==> src/rtl/dt_pkg.sv <==
// Shared constants and enumerations for the distance-transform post-processing stages.
package dt_pkg;
    localparam int IMG_W  = 128;
    localparam int IMG_H  = 128;
    localparam int DW     = 8;
    localparam int WORD_W = 16;
    localparam int PIX_N  = IMG_W * IMG_H;
    localparam int AW     = $clog2(PIX_N);
    localparam int CW     = $clog2(IMG_W);
    localparam int BW     = $clog2(WORD_W);
    localparam int SKAW   = AW - BW;

    typedef enum logic [2:0] {
        ST_IDLE = 3'd0,
        ST_RD_C = 3'd1,
        ST_RD_N = 3'd2,
        ST_PACK = 3'd3,
        ST_WR   = 3'd4,
        ST_DONE = 3'd5
    } state_e;

    typedef enum logic [1:0] {
        NB_N = 2'd0,
        NB_W = 2'd1,
        NB_E = 2'd2,
        NB_S = 2'd3
    } nbr_e;
endpackage

==> src/rtl/dt_nbr_addr.sv <==
// Maps a pixel index and a 4-neighbour selector to the neighbour address.
// Borders never wrap: an out-of-image neighbour reports in_image=0 and address 0.
module dt_nbr_addr
    import dt_pkg::*;
(
    input  logic [AW-1:0] p_i,
    input  nbr_e          nb_i,
    output logic          in_image_o,
    output logic [AW-1:0] addr_o
);
    logic [CW-1:0]    col_s;
    logic [AW-CW-1:0] row_s;

    assign col_s = p_i[CW-1:0];
    assign row_s = p_i[AW-1:CW];

    // neighbour selection with border suppression
    always_comb begin
        in_image_o = 1'b0;
        addr_o     = '0;
        case (nb_i)
            NB_N: begin
                if (row_s != '0) begin
                    in_image_o = 1'b1;
                    addr_o     = p_i - AW'(IMG_W);
                end else begin
                    in_image_o = 1'b0;
                end
            end
            NB_W: begin
                if (col_s != '0) begin
                    in_image_o = 1'b1;
                    addr_o     = p_i - AW'(1);
                end else begin
                    in_image_o = 1'b0;
                end
            end
            NB_E: begin
                if (col_s != '1) begin
                    in_image_o = 1'b1;
                    addr_o     = p_i + AW'(1);
                end else begin
                    in_image_o = 1'b0;
                end
            end
            NB_S: begin
                if (row_s != '1) begin
                    in_image_o = 1'b1;
                    addr_o     = p_i + AW'(IMG_W);
                end else begin
                    in_image_o = 1'b0;
                end
            end
            default: begin
                in_image_o = 1'b0;
            end
        endcase
    end
endmodule

==> src/rtl/dt_skeleton.sv <==
// Scans the distance map and marks local maxima (ties included) as skeleton pixels,
// packing 16 pixels per sk RAM word and counting the marked pixels.
module dt_skeleton
    import dt_pkg::*;
(
    input  logic              clk,
    input  logic              reset,
    input  logic              start,
    output logic              busy,
    output logic              done,
    output logic              res_rd,
    output logic [AW-1:0]     res_addr,
    input  logic [DW-1:0]     res_di,
    output logic              sk_wr,
    output logic [SKAW-1:0]   sk_addr,
    output logic [WORD_W-1:0] sk_do,
    output logic [AW-1:0]     sk_count
);
    state_e              state_q, state_d;
    logic [AW-1:0]       p_q, p_d;
    nbr_e                nb_q, nb_d;
    logic [DW-1:0]       centre_q, centre_d;
    logic                cand_q, cand_d;
    logic [WORD_W-1:0]   word_q, word_d;
    logic [AW-1:0]       count_q, count_d;
    logic                nb_in_s;
    logic [AW-1:0]       nb_addr_s;

    dt_nbr_addr u_nbr (
        .p_i        (p_q),
        .nb_i       (nb_q),
        .in_image_o (nb_in_s),
        .addr_o     (nb_addr_s)
    );

    assign sk_count = count_q;

    // state and datapath registers
    always_ff @(posedge clk) begin
        if (reset) begin
            state_q  <= ST_IDLE;
            p_q      <= '0;
            nb_q     <= NB_N;
            centre_q <= '0;
            cand_q   <= 1'b0;
            word_q   <= '0;
            count_q  <= '0;
        end else begin
            state_q  <= state_d;
            p_q      <= p_d;
            nb_q     <= nb_d;
            centre_q <= centre_d;
            cand_q   <= cand_d;
            word_q   <= word_d;
            count_q  <= count_d;
        end
    end

    // next-state logic and RAM strobes; addresses/data are zero whenever their strobe is low
    always_comb begin
        state_d  = state_q;
        p_d      = p_q;
        nb_d     = nb_q;
        centre_d = centre_q;
        cand_d   = cand_q;
        word_d   = word_q;
        count_d  = count_q;
        busy     = 1'b0;
        done     = 1'b0;
        res_rd   = 1'b0;
        res_addr = '0;
        sk_wr    = 1'b0;
        sk_addr  = '0;
        sk_do    = '0;
        case (state_q)
            ST_IDLE: begin
                if (start) begin
                    p_d     = '0;
                    nb_d    = NB_N;
                    cand_d  = 1'b0;
                    word_d  = '0;
                    count_d = '0;
                    state_d = ST_RD_C;
                end else begin
                    state_d = ST_IDLE;
                end
            end
            ST_RD_C: begin
                busy     = 1'b1;
                res_rd   = 1'b1;
                res_addr = p_q;
                centre_d = res_di;
                if (res_di == '0) begin
                    cand_d  = 1'b0;
                    state_d = ST_PACK;
                end else begin
                    cand_d  = 1'b1;
                    nb_d    = NB_N;
                    state_d = ST_RD_N;
                end
            end
            ST_RD_N: begin
                busy     = 1'b1;
                res_rd   = nb_in_s;
                res_addr = nb_addr_s;
                if (nb_in_s && (res_di > centre_q)) begin
                    cand_d = 1'b0;
                end else begin
                    cand_d = cand_q;
                end
                if (nb_q == NB_S) begin
                    state_d = ST_PACK;
                end else begin
                    nb_d    = nbr_e'(nb_q + 2'd1);
                    state_d = ST_RD_N;
                end
            end
            ST_PACK: begin
                busy                = 1'b1;
                word_d[p_q[BW-1:0]] = cand_q;
                count_d             = count_q + {{(AW-1){1'b0}}, cand_q};
                if (p_q[BW-1:0] == '1) begin
                    state_d = ST_WR;
                end else begin
                    p_d     = p_q + AW'(1);
                    state_d = ST_RD_C;
                end
            end
            ST_WR: begin
                busy    = 1'b1;
                sk_wr   = 1'b1;
                sk_addr = p_q[AW-1:BW];
                sk_do   = word_q;
                if (p_q == AW'(PIX_N - 1)) begin
                    state_d = ST_DONE;
                end else begin
                    p_d     = p_q + AW'(1);
                    state_d = ST_RD_C;
                end
            end
            ST_DONE: begin
                done    = 1'b1;
                state_d = ST_IDLE;
            end
            default: begin
                state_d = ST_IDLE;
            end
        endcase
    end
endmodule

==> config.mk <==
export PLATFORM = sky130hd
export DESIGN_NAME = dt_skeleton
export DESIGN_NICKNAME = d
export VERILOG_FILES = /design/src/rtl/dt_pkg.sv /design/src/rtl/dt_nbr_addr.sv /design/src/rtl/dt_skeleton.sv
export SDC_FILE = /design/constraint.sdc
export NUM_CORES = 1
export LEC_CHECK = 0
export ABC_AREA = 1
export BUFFER_PORTS_ARGS = -buffer_cell sky130_fd_sc_hd__buf_2
export CORE_MARGIN = 1.5
export CORE_UTILIZATION = 52
export CTS_CLUSTER_SIZE = 10
export DETAILED_ROUTE_END_ITERATION = 8
export HOLD_SLACK_MARGIN = 0.12
export PLACE_DENSITY = 0.77
export SLEW_MARGIN = 40
export SYNTH_ARGS = -nofsm -noshare
export SYNTH_HDL_FRONTEND = slang
export SYNTH_SLANG_ARGS = --single-unit
==> constraint.sdc <==
create_clock -name clk -period 2 [get_ports clk]
set_clock_uncertainty 0.2 [all_clocks]
set_input_delay 0.4 -clock clk [delete_from_list [all_inputs] [get_ports clk]]
set_output_delay 0.4 -clock clk [all_outputs]
set_load 0.03 [all_outputs]
==> impl_results.md, run 1 <==
- Post-synth ARST share: 0%
- Post-Place Worst Slack: -0.337 ns
- Longest Clk Path Bufs: 2
- Num Clock Sinks: between 50 and 60
- Final HPWL DP: between 10000 and 15000 microns
- Post-GRT worst EP: res_addr[9]
- Fail Step: 5_1_grt
- GRT overflow: 8
- Tool error: [ERROR GRT-0232] Routing congestion too high. Check the congestion heatmap in the GUI.
- Die width: between 90 and 100 microns
- Synthesized instance count: between 600 and 700
- # port buffers: roughly 70
- Post-synth EDFFs: 0
- H-tree levels: 3
- Seq cells post-synth: 58
- Outcome: aborted with a tool error
- Sequential-to-total area share from yosys stat: between 20% and 30%
- Ys Warns: 0
- DP Cell Count: ~940
- Worst endpoint pin kind: primary output
- Distinct cells, synth: 46
- Root Driver: clkbuf_8
- Hold_buf cts: 0
- # rows: 32
- Die height: between 90 and 100 microns
- Post-Syn Area: 0.00425 sq mm
- Ys flop type: dfxtp_1
- Avg Inst Size Synth: just over 6 sq um
- Gr usage total: 79.0%
- Initial Util: a little over half
- IO Count: just under 70
- Net Count, Synth: 719
- CTS Buf Count: 9
- Placer Congestion: 1.01
- Largest net degree at the start of global routing: 24
per-stage QoR:
| stage | hold WS, ns | setup TNS [ns] | instance area (sq um) |
|---|---|---|---|
| floorplan | 0.233 | -1.29 | 4480 |
| global placement | 0.242 | -4.28 | 5670 |
| detailed placement | 0.254 | -5.07 | 5670 |
| CTS | 0.138 | -12.86 | 6850 |
routing by layer:
metal  global-route usage, %  GRT overflow
met5                    30.8             0
met4                    76.3             3
met3                    66.3             0
met2                    91.4             5
met1                    81.5             0
what timing repair did:
action / 4_1_cts
gates resized for setup: 205
endpoints found under the setup margin: 54
setup buffers: 23
pin swaps: 24
cloned: 3
endpoints found under the hold margin: 0
cell usage after synthesis, types with 3 or more instances:
library cell | count | area (sq um)
nand2_1 | 151 | 567
nand3_1 | 45 | 225
a211oi_1 | 3 | 22.5
nor3_1 | 10 | 50.1
inv_2 | 15 | 56.3
dfxtp_1 | 58 | 1160
buf_2 | 9 | 45.0
a31oi_1 | 3 | 18.8
nand2_2 | 6 | 37.5
xor2_1 | 16 | 140
clkbuf_1 | 11 | 41.3
inv_1 | 84 | 315
nor2_1 | 96 | 360
ha_1 | 22 | 275
o211ai_1 | 4 | 30.0
nand4_1 | 6 | 37.5
a22oi_1 | 11 | 82.6
a21oi_1 | 53 | 265
buf_4 | 4 | 30.0
o21ai_0 | 43 | 215
a32oi_1 | 3 | 26.3
kinds of logic after synthesis:
family | share of synthesized area [%]
AO/OA/AOI/OAI | 18.2
adder cells (fa/ha/maj) | 6.47
buffers and inverters | 12.2
XOR/XNOR | 3.50
AND/OR/NAND/NOR | 32.3
flip-flops | 27.3
==> inputs of run 2 (changes only) <==
--- a/config.mk
+++ b/config.mk
@@ -8,11 +8,9 @@
 export ABC_AREA = 1
 export BUFFER_PORTS_ARGS = -buffer_cell sky130_fd_sc_hd__buf_2
 export CORE_MARGIN = 1.5
-export CORE_UTILIZATION = 52
-export CTS_CLUSTER_SIZE = 10
+export CORE_UTILIZATION = 40
 export DETAILED_ROUTE_END_ITERATION = 8
-export HOLD_SLACK_MARGIN = 0.12
-export PLACE_DENSITY = 0.77
+export PLACE_DENSITY_LB_ADDON = 0.15
 export SLEW_MARGIN = 40
 export SYNTH_ARGS = -nofsm -noshare
 export SYNTH_HDL_FRONTEND = slang
==> constraint.sdc (replaced) <==
create_clock -name clk -period 2.6 [get_ports clk]
set_clock_uncertainty 0.2 [all_clocks]
set_input_delay 0.52 -clock clk [delete_from_list [all_inputs] [get_ports clk]]
set_output_delay 0.52 -clock clk [all_outputs]
set_load 0.03 [all_outputs]
==> run 2 against run 1 <==
- the flow now finishes, with violations (setup timing)
- area after synthesis unchanged
- synthesized cell count unchanged
==> impl_results.md, run 2 <==
- Outcome: finished, violations left
- Failing checks: setup timing
- CTS Buf Count: 9
- Final Setup Violations: 14
- LEAKAGE: roughly 0.0027 uW
- Gr usage total: between 20% and 30%
- Initial Util: around two fifths
- Max reg flops: 16
- CTS tree: built
- H-tree levels: 3
- Ys Warns: 0
- Largest delay contributor family on the critical path: flip-flops
- Crit path buffers/inverters: 3
- CP max-delay cell: dfxtp_4
- Critical path capture point type: primary output
- Synthesis-to-layout area growth: 44.0%
- Ys flop type: dfxtp_1
- Multi-input logic area: approximately 0.0030 sq mm
- Drt wl/cell: 15.4 microns
- Net Count, Synth: between 700 and 800
- Most frequent cell after synthesis: nand2_1
- # port buffers: ~70
- Fin crit period: 2.70 ns
- Largest net degree at the start of global routing: 43
- CP Class: register to primary output
- Leading cell types in the layout, fill and taps excluded: nand2_1, nor2_1, buf_4
- Initial antenna violation count: 0
- Post-synth ARST share: 0%
- Worst-path clk slew: approximately 0.070 ns
- Post-synth EDFFs: 0
- Worst-margin pin slew: ~0.50 ns
- Avg Inst Size Synth: slightly above 6 sq um
- Router iterations before antenna repair: 5
- Slowest stage delay, CP: about 0.4 ns
- FF/Latch Area: between 0.001 and 0.0015 sq mm
- VDD IR max: roughly 260 uV
- Die height: ~110 microns
- Cell types occupying the most area after synthesis: dfxtp_1, nand2_1, nor2_1
- Core area: between 0.01 and 0.015 sq mm
- DP Cell Count: about 910
- # rows: 37
- Final setup TNS: -0.900 ns
- RSZ-0062 raised after global routing: yes
- Max-Cap Viols: 0
- Final hold vios: 0
- Non-filler instance count after layout: a little under 1000
- Hold_buf cts: 0
- Worst Path Required: ~1.9 ns
- Pwr Total: between 2000 and 2500 uW
- Fillers: 970
- Num Clock Sinks: 58
- Drt drc: 0
- Max Clock Freq: around 370 MHz
- Leading cell type in the layout, fill and taps excluded: nand2_1
- Initial drt markers: roughly 310
- Final wirelength: roughly 15000 microns
- Via count: a little over 5000
- Area leader, netlist: dfxtp_1
- Most frequent cells after synthesis: nand2_1, nor2_1, inv_1
- Cells along the critical path: inv_4, ha_4, nand3_4, inv_6, a21oi_4, nand3_2, nand2_1, nand2_1, o211ai_1, buf_4
- IO Count: 69
- GRT overflow: 0
- Sequential-to-total area share from yosys stat: between 20% and 30%
- Data arrival, critical path: around 2.0 ns
- Root Driver: clkbuf_8
- Hold WC Path Type: input port to register
- Antenna Nets Post-Route: 0
- PD cells: ~330 mW/mm^2
- Share of the synthesized area in the top cell type: between 20 and 30%
- Die width: approximately 110 microns
- Top reg by flops: word_q
- # diodes: 0
- Crit path top cell by count: nand2_1
- Placer Congestion: 0.956
- Post-Syn Area: 0.00425 sq mm
- Seq cells post-synth: 58
- Reg-to-reg slack, setup: roughly 0.15 ns
- Post-Place Worst Slack: ~0.045 ns
- Clk_lat worst skew: roughly 0.36 ns
- Post-route setup slack: -0.105 ns
- Full die area: 0.0113 sq mm
- CP max FO: 5
- Max Slew Vio Count: 0
- Period utilization: 104%
- Vias in the first global route: between 4000 and 5000
- Final HPWL DP: around 10000 microns
- Global-route wire length before repair: about 23000 microns
- Final net count: 860
- Rel. slew slack: between 60% and 70%
- Layout cell share with drive strength beyond 1: a little under two fifths
- Synthesized instance count: around 690
- Crit start category: register
- Longest Clk Path Bufs: 2
- Distinct cells, synth: 46
- Vias per cell: about 5.3
[run 2: cell counts after synthesis]
No cell type changed its count.
[run 2: timing repair]
| item | 4_1_cts | 5_1_grt |
|---|---|---|
| setup buffers | 26 | 21 |
| pin swaps | 21 | 33 |
| setup endpoints to repair | 15 | 17 |
| resized for setup | 118 | 73 |
[run 2: routing by layer]
metal  vias up  global-route usage, %  wire length [microns]
met3        48                   5.21                   1070
met4         0                   10.9                    447
met5         -                      0                      0
li1       2498                      -                      -
met2       220                   41.0                   6870
met1      2347                   34.0                   6520
[run 2: kinds of logic (layout without fill, tap and decap cells)]
| kind of cell | after synthesis | in the layout | share of synthesized area [%] |
|---|---|---|---|
| adder cells (fa/ha/maj) | 22 | 22 | 6.47 |
| buffers and inverters | 128 | 273 | 12.2 |
| AND/OR/NAND/NOR | 326 | 326 | 32.3 |
| flip-flops | 58 | 58 | 27.3 |
| XOR/XNOR | 17 | 17 | 3.50 |
| AO/OA/AOI/OAI | 135 | 135 | 18.2 |
[run 2: final cells by class]
| cell class | count | share of cell area (%) |
|---|---|---|
| Multi-Input combinational cell | 500 | 49.2 |
| Tap cell | 136 | 2.78 |
| Clock buffer | 9 | 2.02 |
| Sequential cell | 58 | 19.6 |
| Timing Repair Buffer | 157 | 18.7 |
| Inverter | 101 | 6.81 |
| Clock inverter | 6 | 0.961 |
[run 2: power by group]
part / internal [uW] / switching (uW) / leakage [uW]
clock network: 432 / 403 / 0.0000986
registers: 898 / 11.7 / 0.000479
logic: 86.7 / 180 / 0.00215
[run 2: stage by stage]
stage               hold WS, ns  utilization, %  area (sq um)
floorplan                 0.233               -          4260
global placement          0.246            48.1          4970
detailed placement        0.251            48.1          4970
CTS                       0.238            55.2          5700
global route              0.248            59.3          6120
finish                    0.243            59.3          6120
[run 2: tightest hold or removal path: stages]
cell and delay (ns):
buf_2 0.11, inv_1 0.06, a21oi_1 0.06
[run 2: path summary, 6_finish.rpt]
path | endpoint | cells past startpoint | from
worst max-delay path | res_addr[4] | 10 | p_q[0]$_SDFFE_PP0P_
worst min-delay path | centre_q[0]$_SDFFE_PP0P_ | 3 | res_di[0]
worst max register to register | p_q[12]$_SDFFE_PP0P_ | 17 | p_q[8]$_SDFFE_PP0P_
worst min register to register | centre_q[5]$_SDFFE_PP0P_ | 2 | centre_q[5]$_SDFFE_PP0P_
No activity file was read; power rests on OpenSTA's default activity.
==> inputs of run 3 (changes only) <==
--- a/config.mk
+++ b/config.mk
@@ -14,4 +14,5 @@
 export SLEW_MARGIN = 40
 export SYNTH_ARGS = -nofsm -noshare
 export SYNTH_HDL_FRONTEND = slang
+export SYNTH_HIERARCHICAL = 1
 export SYNTH_SLANG_ARGS = --single-unit
==> constraint.sdc (replaced) <==
create_clock -name clk -period 2.18 [get_ports clk]
set_clock_uncertainty 0.2 [all_clocks]
set_input_delay 0.436 -clock clk [delete_from_list [all_inputs] [get_ports clk]]
set_output_delay 0.436 -clock clk [all_outputs]
set_load 0.03 [all_outputs]
==> run 3 against run 2 <==
- the run ends with DRC, setup timing left
- synthesized cell count increased by 16%
- register-to-register slack got worse by 0.06 ns
- global-route usage fell by 1.2 points
- critical path type unchanged
- via count up 13%
- clock power is 94% higher
- cell count increased by 14%
- clock-buffer cell count rose by 2
- area after synthesis is 12% higher
==> impl_results.md, run 3 <==
- Outcome: finished, violations left
- Failing checks: DRC, setup timing
- Fillers: ~1100
- Ys Warns: 6
- Global-route wire length before repair: about 25000 microns
- Critical path capture point type: primary output
- DP Cell Count: 1065
- # rows: 39
- GRT overflow: 0
- Seq cells post-synth: 58
- Drt drc: 4
- Area leader, netlist: dfxtp_1
- # diodes: 0
- Synthesis-to-layout area growth: 43.4%
- Largest net degree at the start of global routing: 30
- Fin crit period: approximately 2.6 ns
- Crit start category: register
- Hold_ws: ~0.18 ns
- RSZ-0062 raised after global routing: yes
- CTS Buf Count: 9
- Non-filler instance count after layout: approximately 1100
- Antenna Nets Post-Route: 0
- Period utilization: 121%
- Final net count: 982
- Post-synth ARST share: 0%
- Max reg flops: 16
- Top reg by flops: word_q
- Max Slew Vio Count: 0
- Max-Cap Viols: 0
- IO Count: 69
- VDD IR max: 462 uV
- Via count: 5769
- CTS tree: built
- Final hold vios: 0
- Net Count, Synth: slightly above 800
- Gr usage total: around 25%
- Leading cell types in the layout, fill and taps excluded: nand2_1, inv_1, nor2_1
- Root Driver: clkbuf_16
- CP max FO: 5
- Worst Path Required: about 1.5 ns
- Initial Util: 41.3%
- Drt wl/cell: roughly 15 microns
- Most frequent cells after synthesis: nand2_1, inv_1, nor2_1
- Hold_buf cts: 0
- Die width: 112 microns
- Max Clock Freq: between 300 and 400 MHz
- Final HPWL DP: 11300 microns
- Final setup TNS: -5.20 ns
- Ys flop type: dfxtp_1
- Synthesized instance count: around 800
- Vias per cell: about 5.3
- Data arrival, critical path: between 1.5 and 2 ns
- Distinct cells, synth: 40
- Post-Syn Area: 0.00476 sq mm
- Post-route setup slack: -0.449 ns
- PD cells: approximately 560 mW/mm^2
- Post-Place Worst Slack: -0.147 ns
- # port buffers: 68
- Core area: approximately 0.012 sq mm
- Placer Congestion: between 0.9 and 1
- Most frequent cell after synthesis: nand2_1
- Initial antenna violation count: 0
- Full die area: 0.0126 sq mm
- Worst-margin pin slew: just under 0.4 ns
- Clk_lat worst skew: approximately 0.33 ns
- Die height: 112 microns
- Final Setup Violations: 15
- LEAKAGE: around 0.0030 uW
- Layout cell share with drive strength beyond 1: between 30% and 40%
- Num Clock Sinks: 58
- Router iterations before antenna repair: 7
- CP Class: register to primary output
- Cell types occupying the most area after synthesis: dfxtp_1, nand2_1, inv_1
- Longest Clk Path Bufs: 2
- Rel. slew slack: about three quarters
- Vias in the first global route: approximately 5400
- Worst-path clk slew: 0.05 ns
- Final wirelength: between 15000 and 20000 microns
- Leading cell type in the layout, fill and taps excluded: nand2_1
- Initial drt markers: between 500 and 600
- Sequential-to-total area share from yosys stat: 24.4%
- Share of the synthesized area in the top cell type: 24.4%
- Hold WC Path Type: input port to register
- H-tree levels: 3
- Avg Inst Size Synth: a little under 6 sq um
- Post-synth EDFFs: 0
==> run 3: cell types whose count changed after synthesis, sizes merged, moves of 10 or more <==
| cell | delta |
|---|---|
| o21ai | +29 |
| xor2 | -10 |
| nand3 | +15 |
| nand2 | +53 |
| nand4 | +11 |
| inv | +20 |
| a22oi | -11 |
| nor2 | +21 |
==> run 3: cells by family after synthesis <==
family,synth area share (%)
AO/OA/AOI/OAI,16.9
XOR/XNOR,1.29
adder cells (fa/ha/maj),5.52
buffers and inverters,12.3
flip-flops,24.4
AND/OR/NAND/NOR,39.7
==> run 3: routing by layer <==
| metal | vias up | part of all wire, % | GRT usage (%) |
|---|---|---|---|
| li1 | 2883 | - | - |
| met2 | 213 | 48 | 42.0 |
| met3 | 54 | 5.9 | 3.89 |
| met5 | - | 0 | 0 |
| met4 | 0 | 3.1 | 11.4 |
| met1 | 2619 | 43 | 30.5 |
==> run 3: where the power goes <==
part / internal (uW) / total [uW] / switching [uW] / leakage [uW]
Clock: 1110 / 1620 / 507 / 0.000160
Sequential: 1090 / 1130 / 35.3 / 0.000480
Combinational: 427 / 1070 / 639 / 0.00240
Total: 2630 / 3810 / 1180 / 0.00304
==> run 3: timing repair <==
action                     in CTS  in global routing
pin swaps                      24                 29
gates cloned                    2                  1
setup buffers                   8                  9
setup endpoints to repair      41                 45
gates resized for setup       102                 55
==> run 3: through the flow <==
step	total power, uW	utilization [%]	cell area [sq um]
3_5_place_dp	1980	50.6	5830
2_1_floorplan	1700	-	4810
4_1_cts	3730	57.1	6580
3_3_place_gp	1960	50.6	5830
6_report	3810	59.3	6830
5_1_grt	3980	59.3	6830
==> run 3: final cells by class <==
type	count	area [sq um]	area share (%)
clock buffer	11	233	3.41
tap	143	179	2.62
sequential	58	1200	17.6
timing repair inverter	2	15.0	0.220
clock inverter	5	103	1.50
multi-input combinational	596	3400	49.8
timing repair buffer	163	1220	17.9
inverter	120	470	6.89
==> run 3: path summary, 6_finish.rpt <==
path                                 start                       end  slack [ns]  cells past startpoint
setup / recovery       p_q[8]$_SDFFE_PP0P_               res_addr[4]       -0.45                     10
hold / removal                   res_di[0]  centre_q[0]$_SDFFE_PP0P_        0.18                      3
setup reg to reg       p_q[1]$_SDFFE_PP0P_       cand_q$_SDFFE_PP0P_        0.09                     13
hold reg to reg   centre_q[7]$_SDFFE_PP0P_  centre_q[7]$_SDFFE_PP0P_        0.25                      2
==> run 3: worst max-delay path, cell delays in order (launching register included) <==
cell        delay, ns
dfxtp_4          0.37
inv_4            0.08
ha_4             0.15
nand2_4          0.05
o21ai_4          0.23
clkinvlp_4       0.22
nand2_1          0.13
nand3_1          0.12
nand2_1          0.12
o21ai_2          0.06
buf_6            0.14
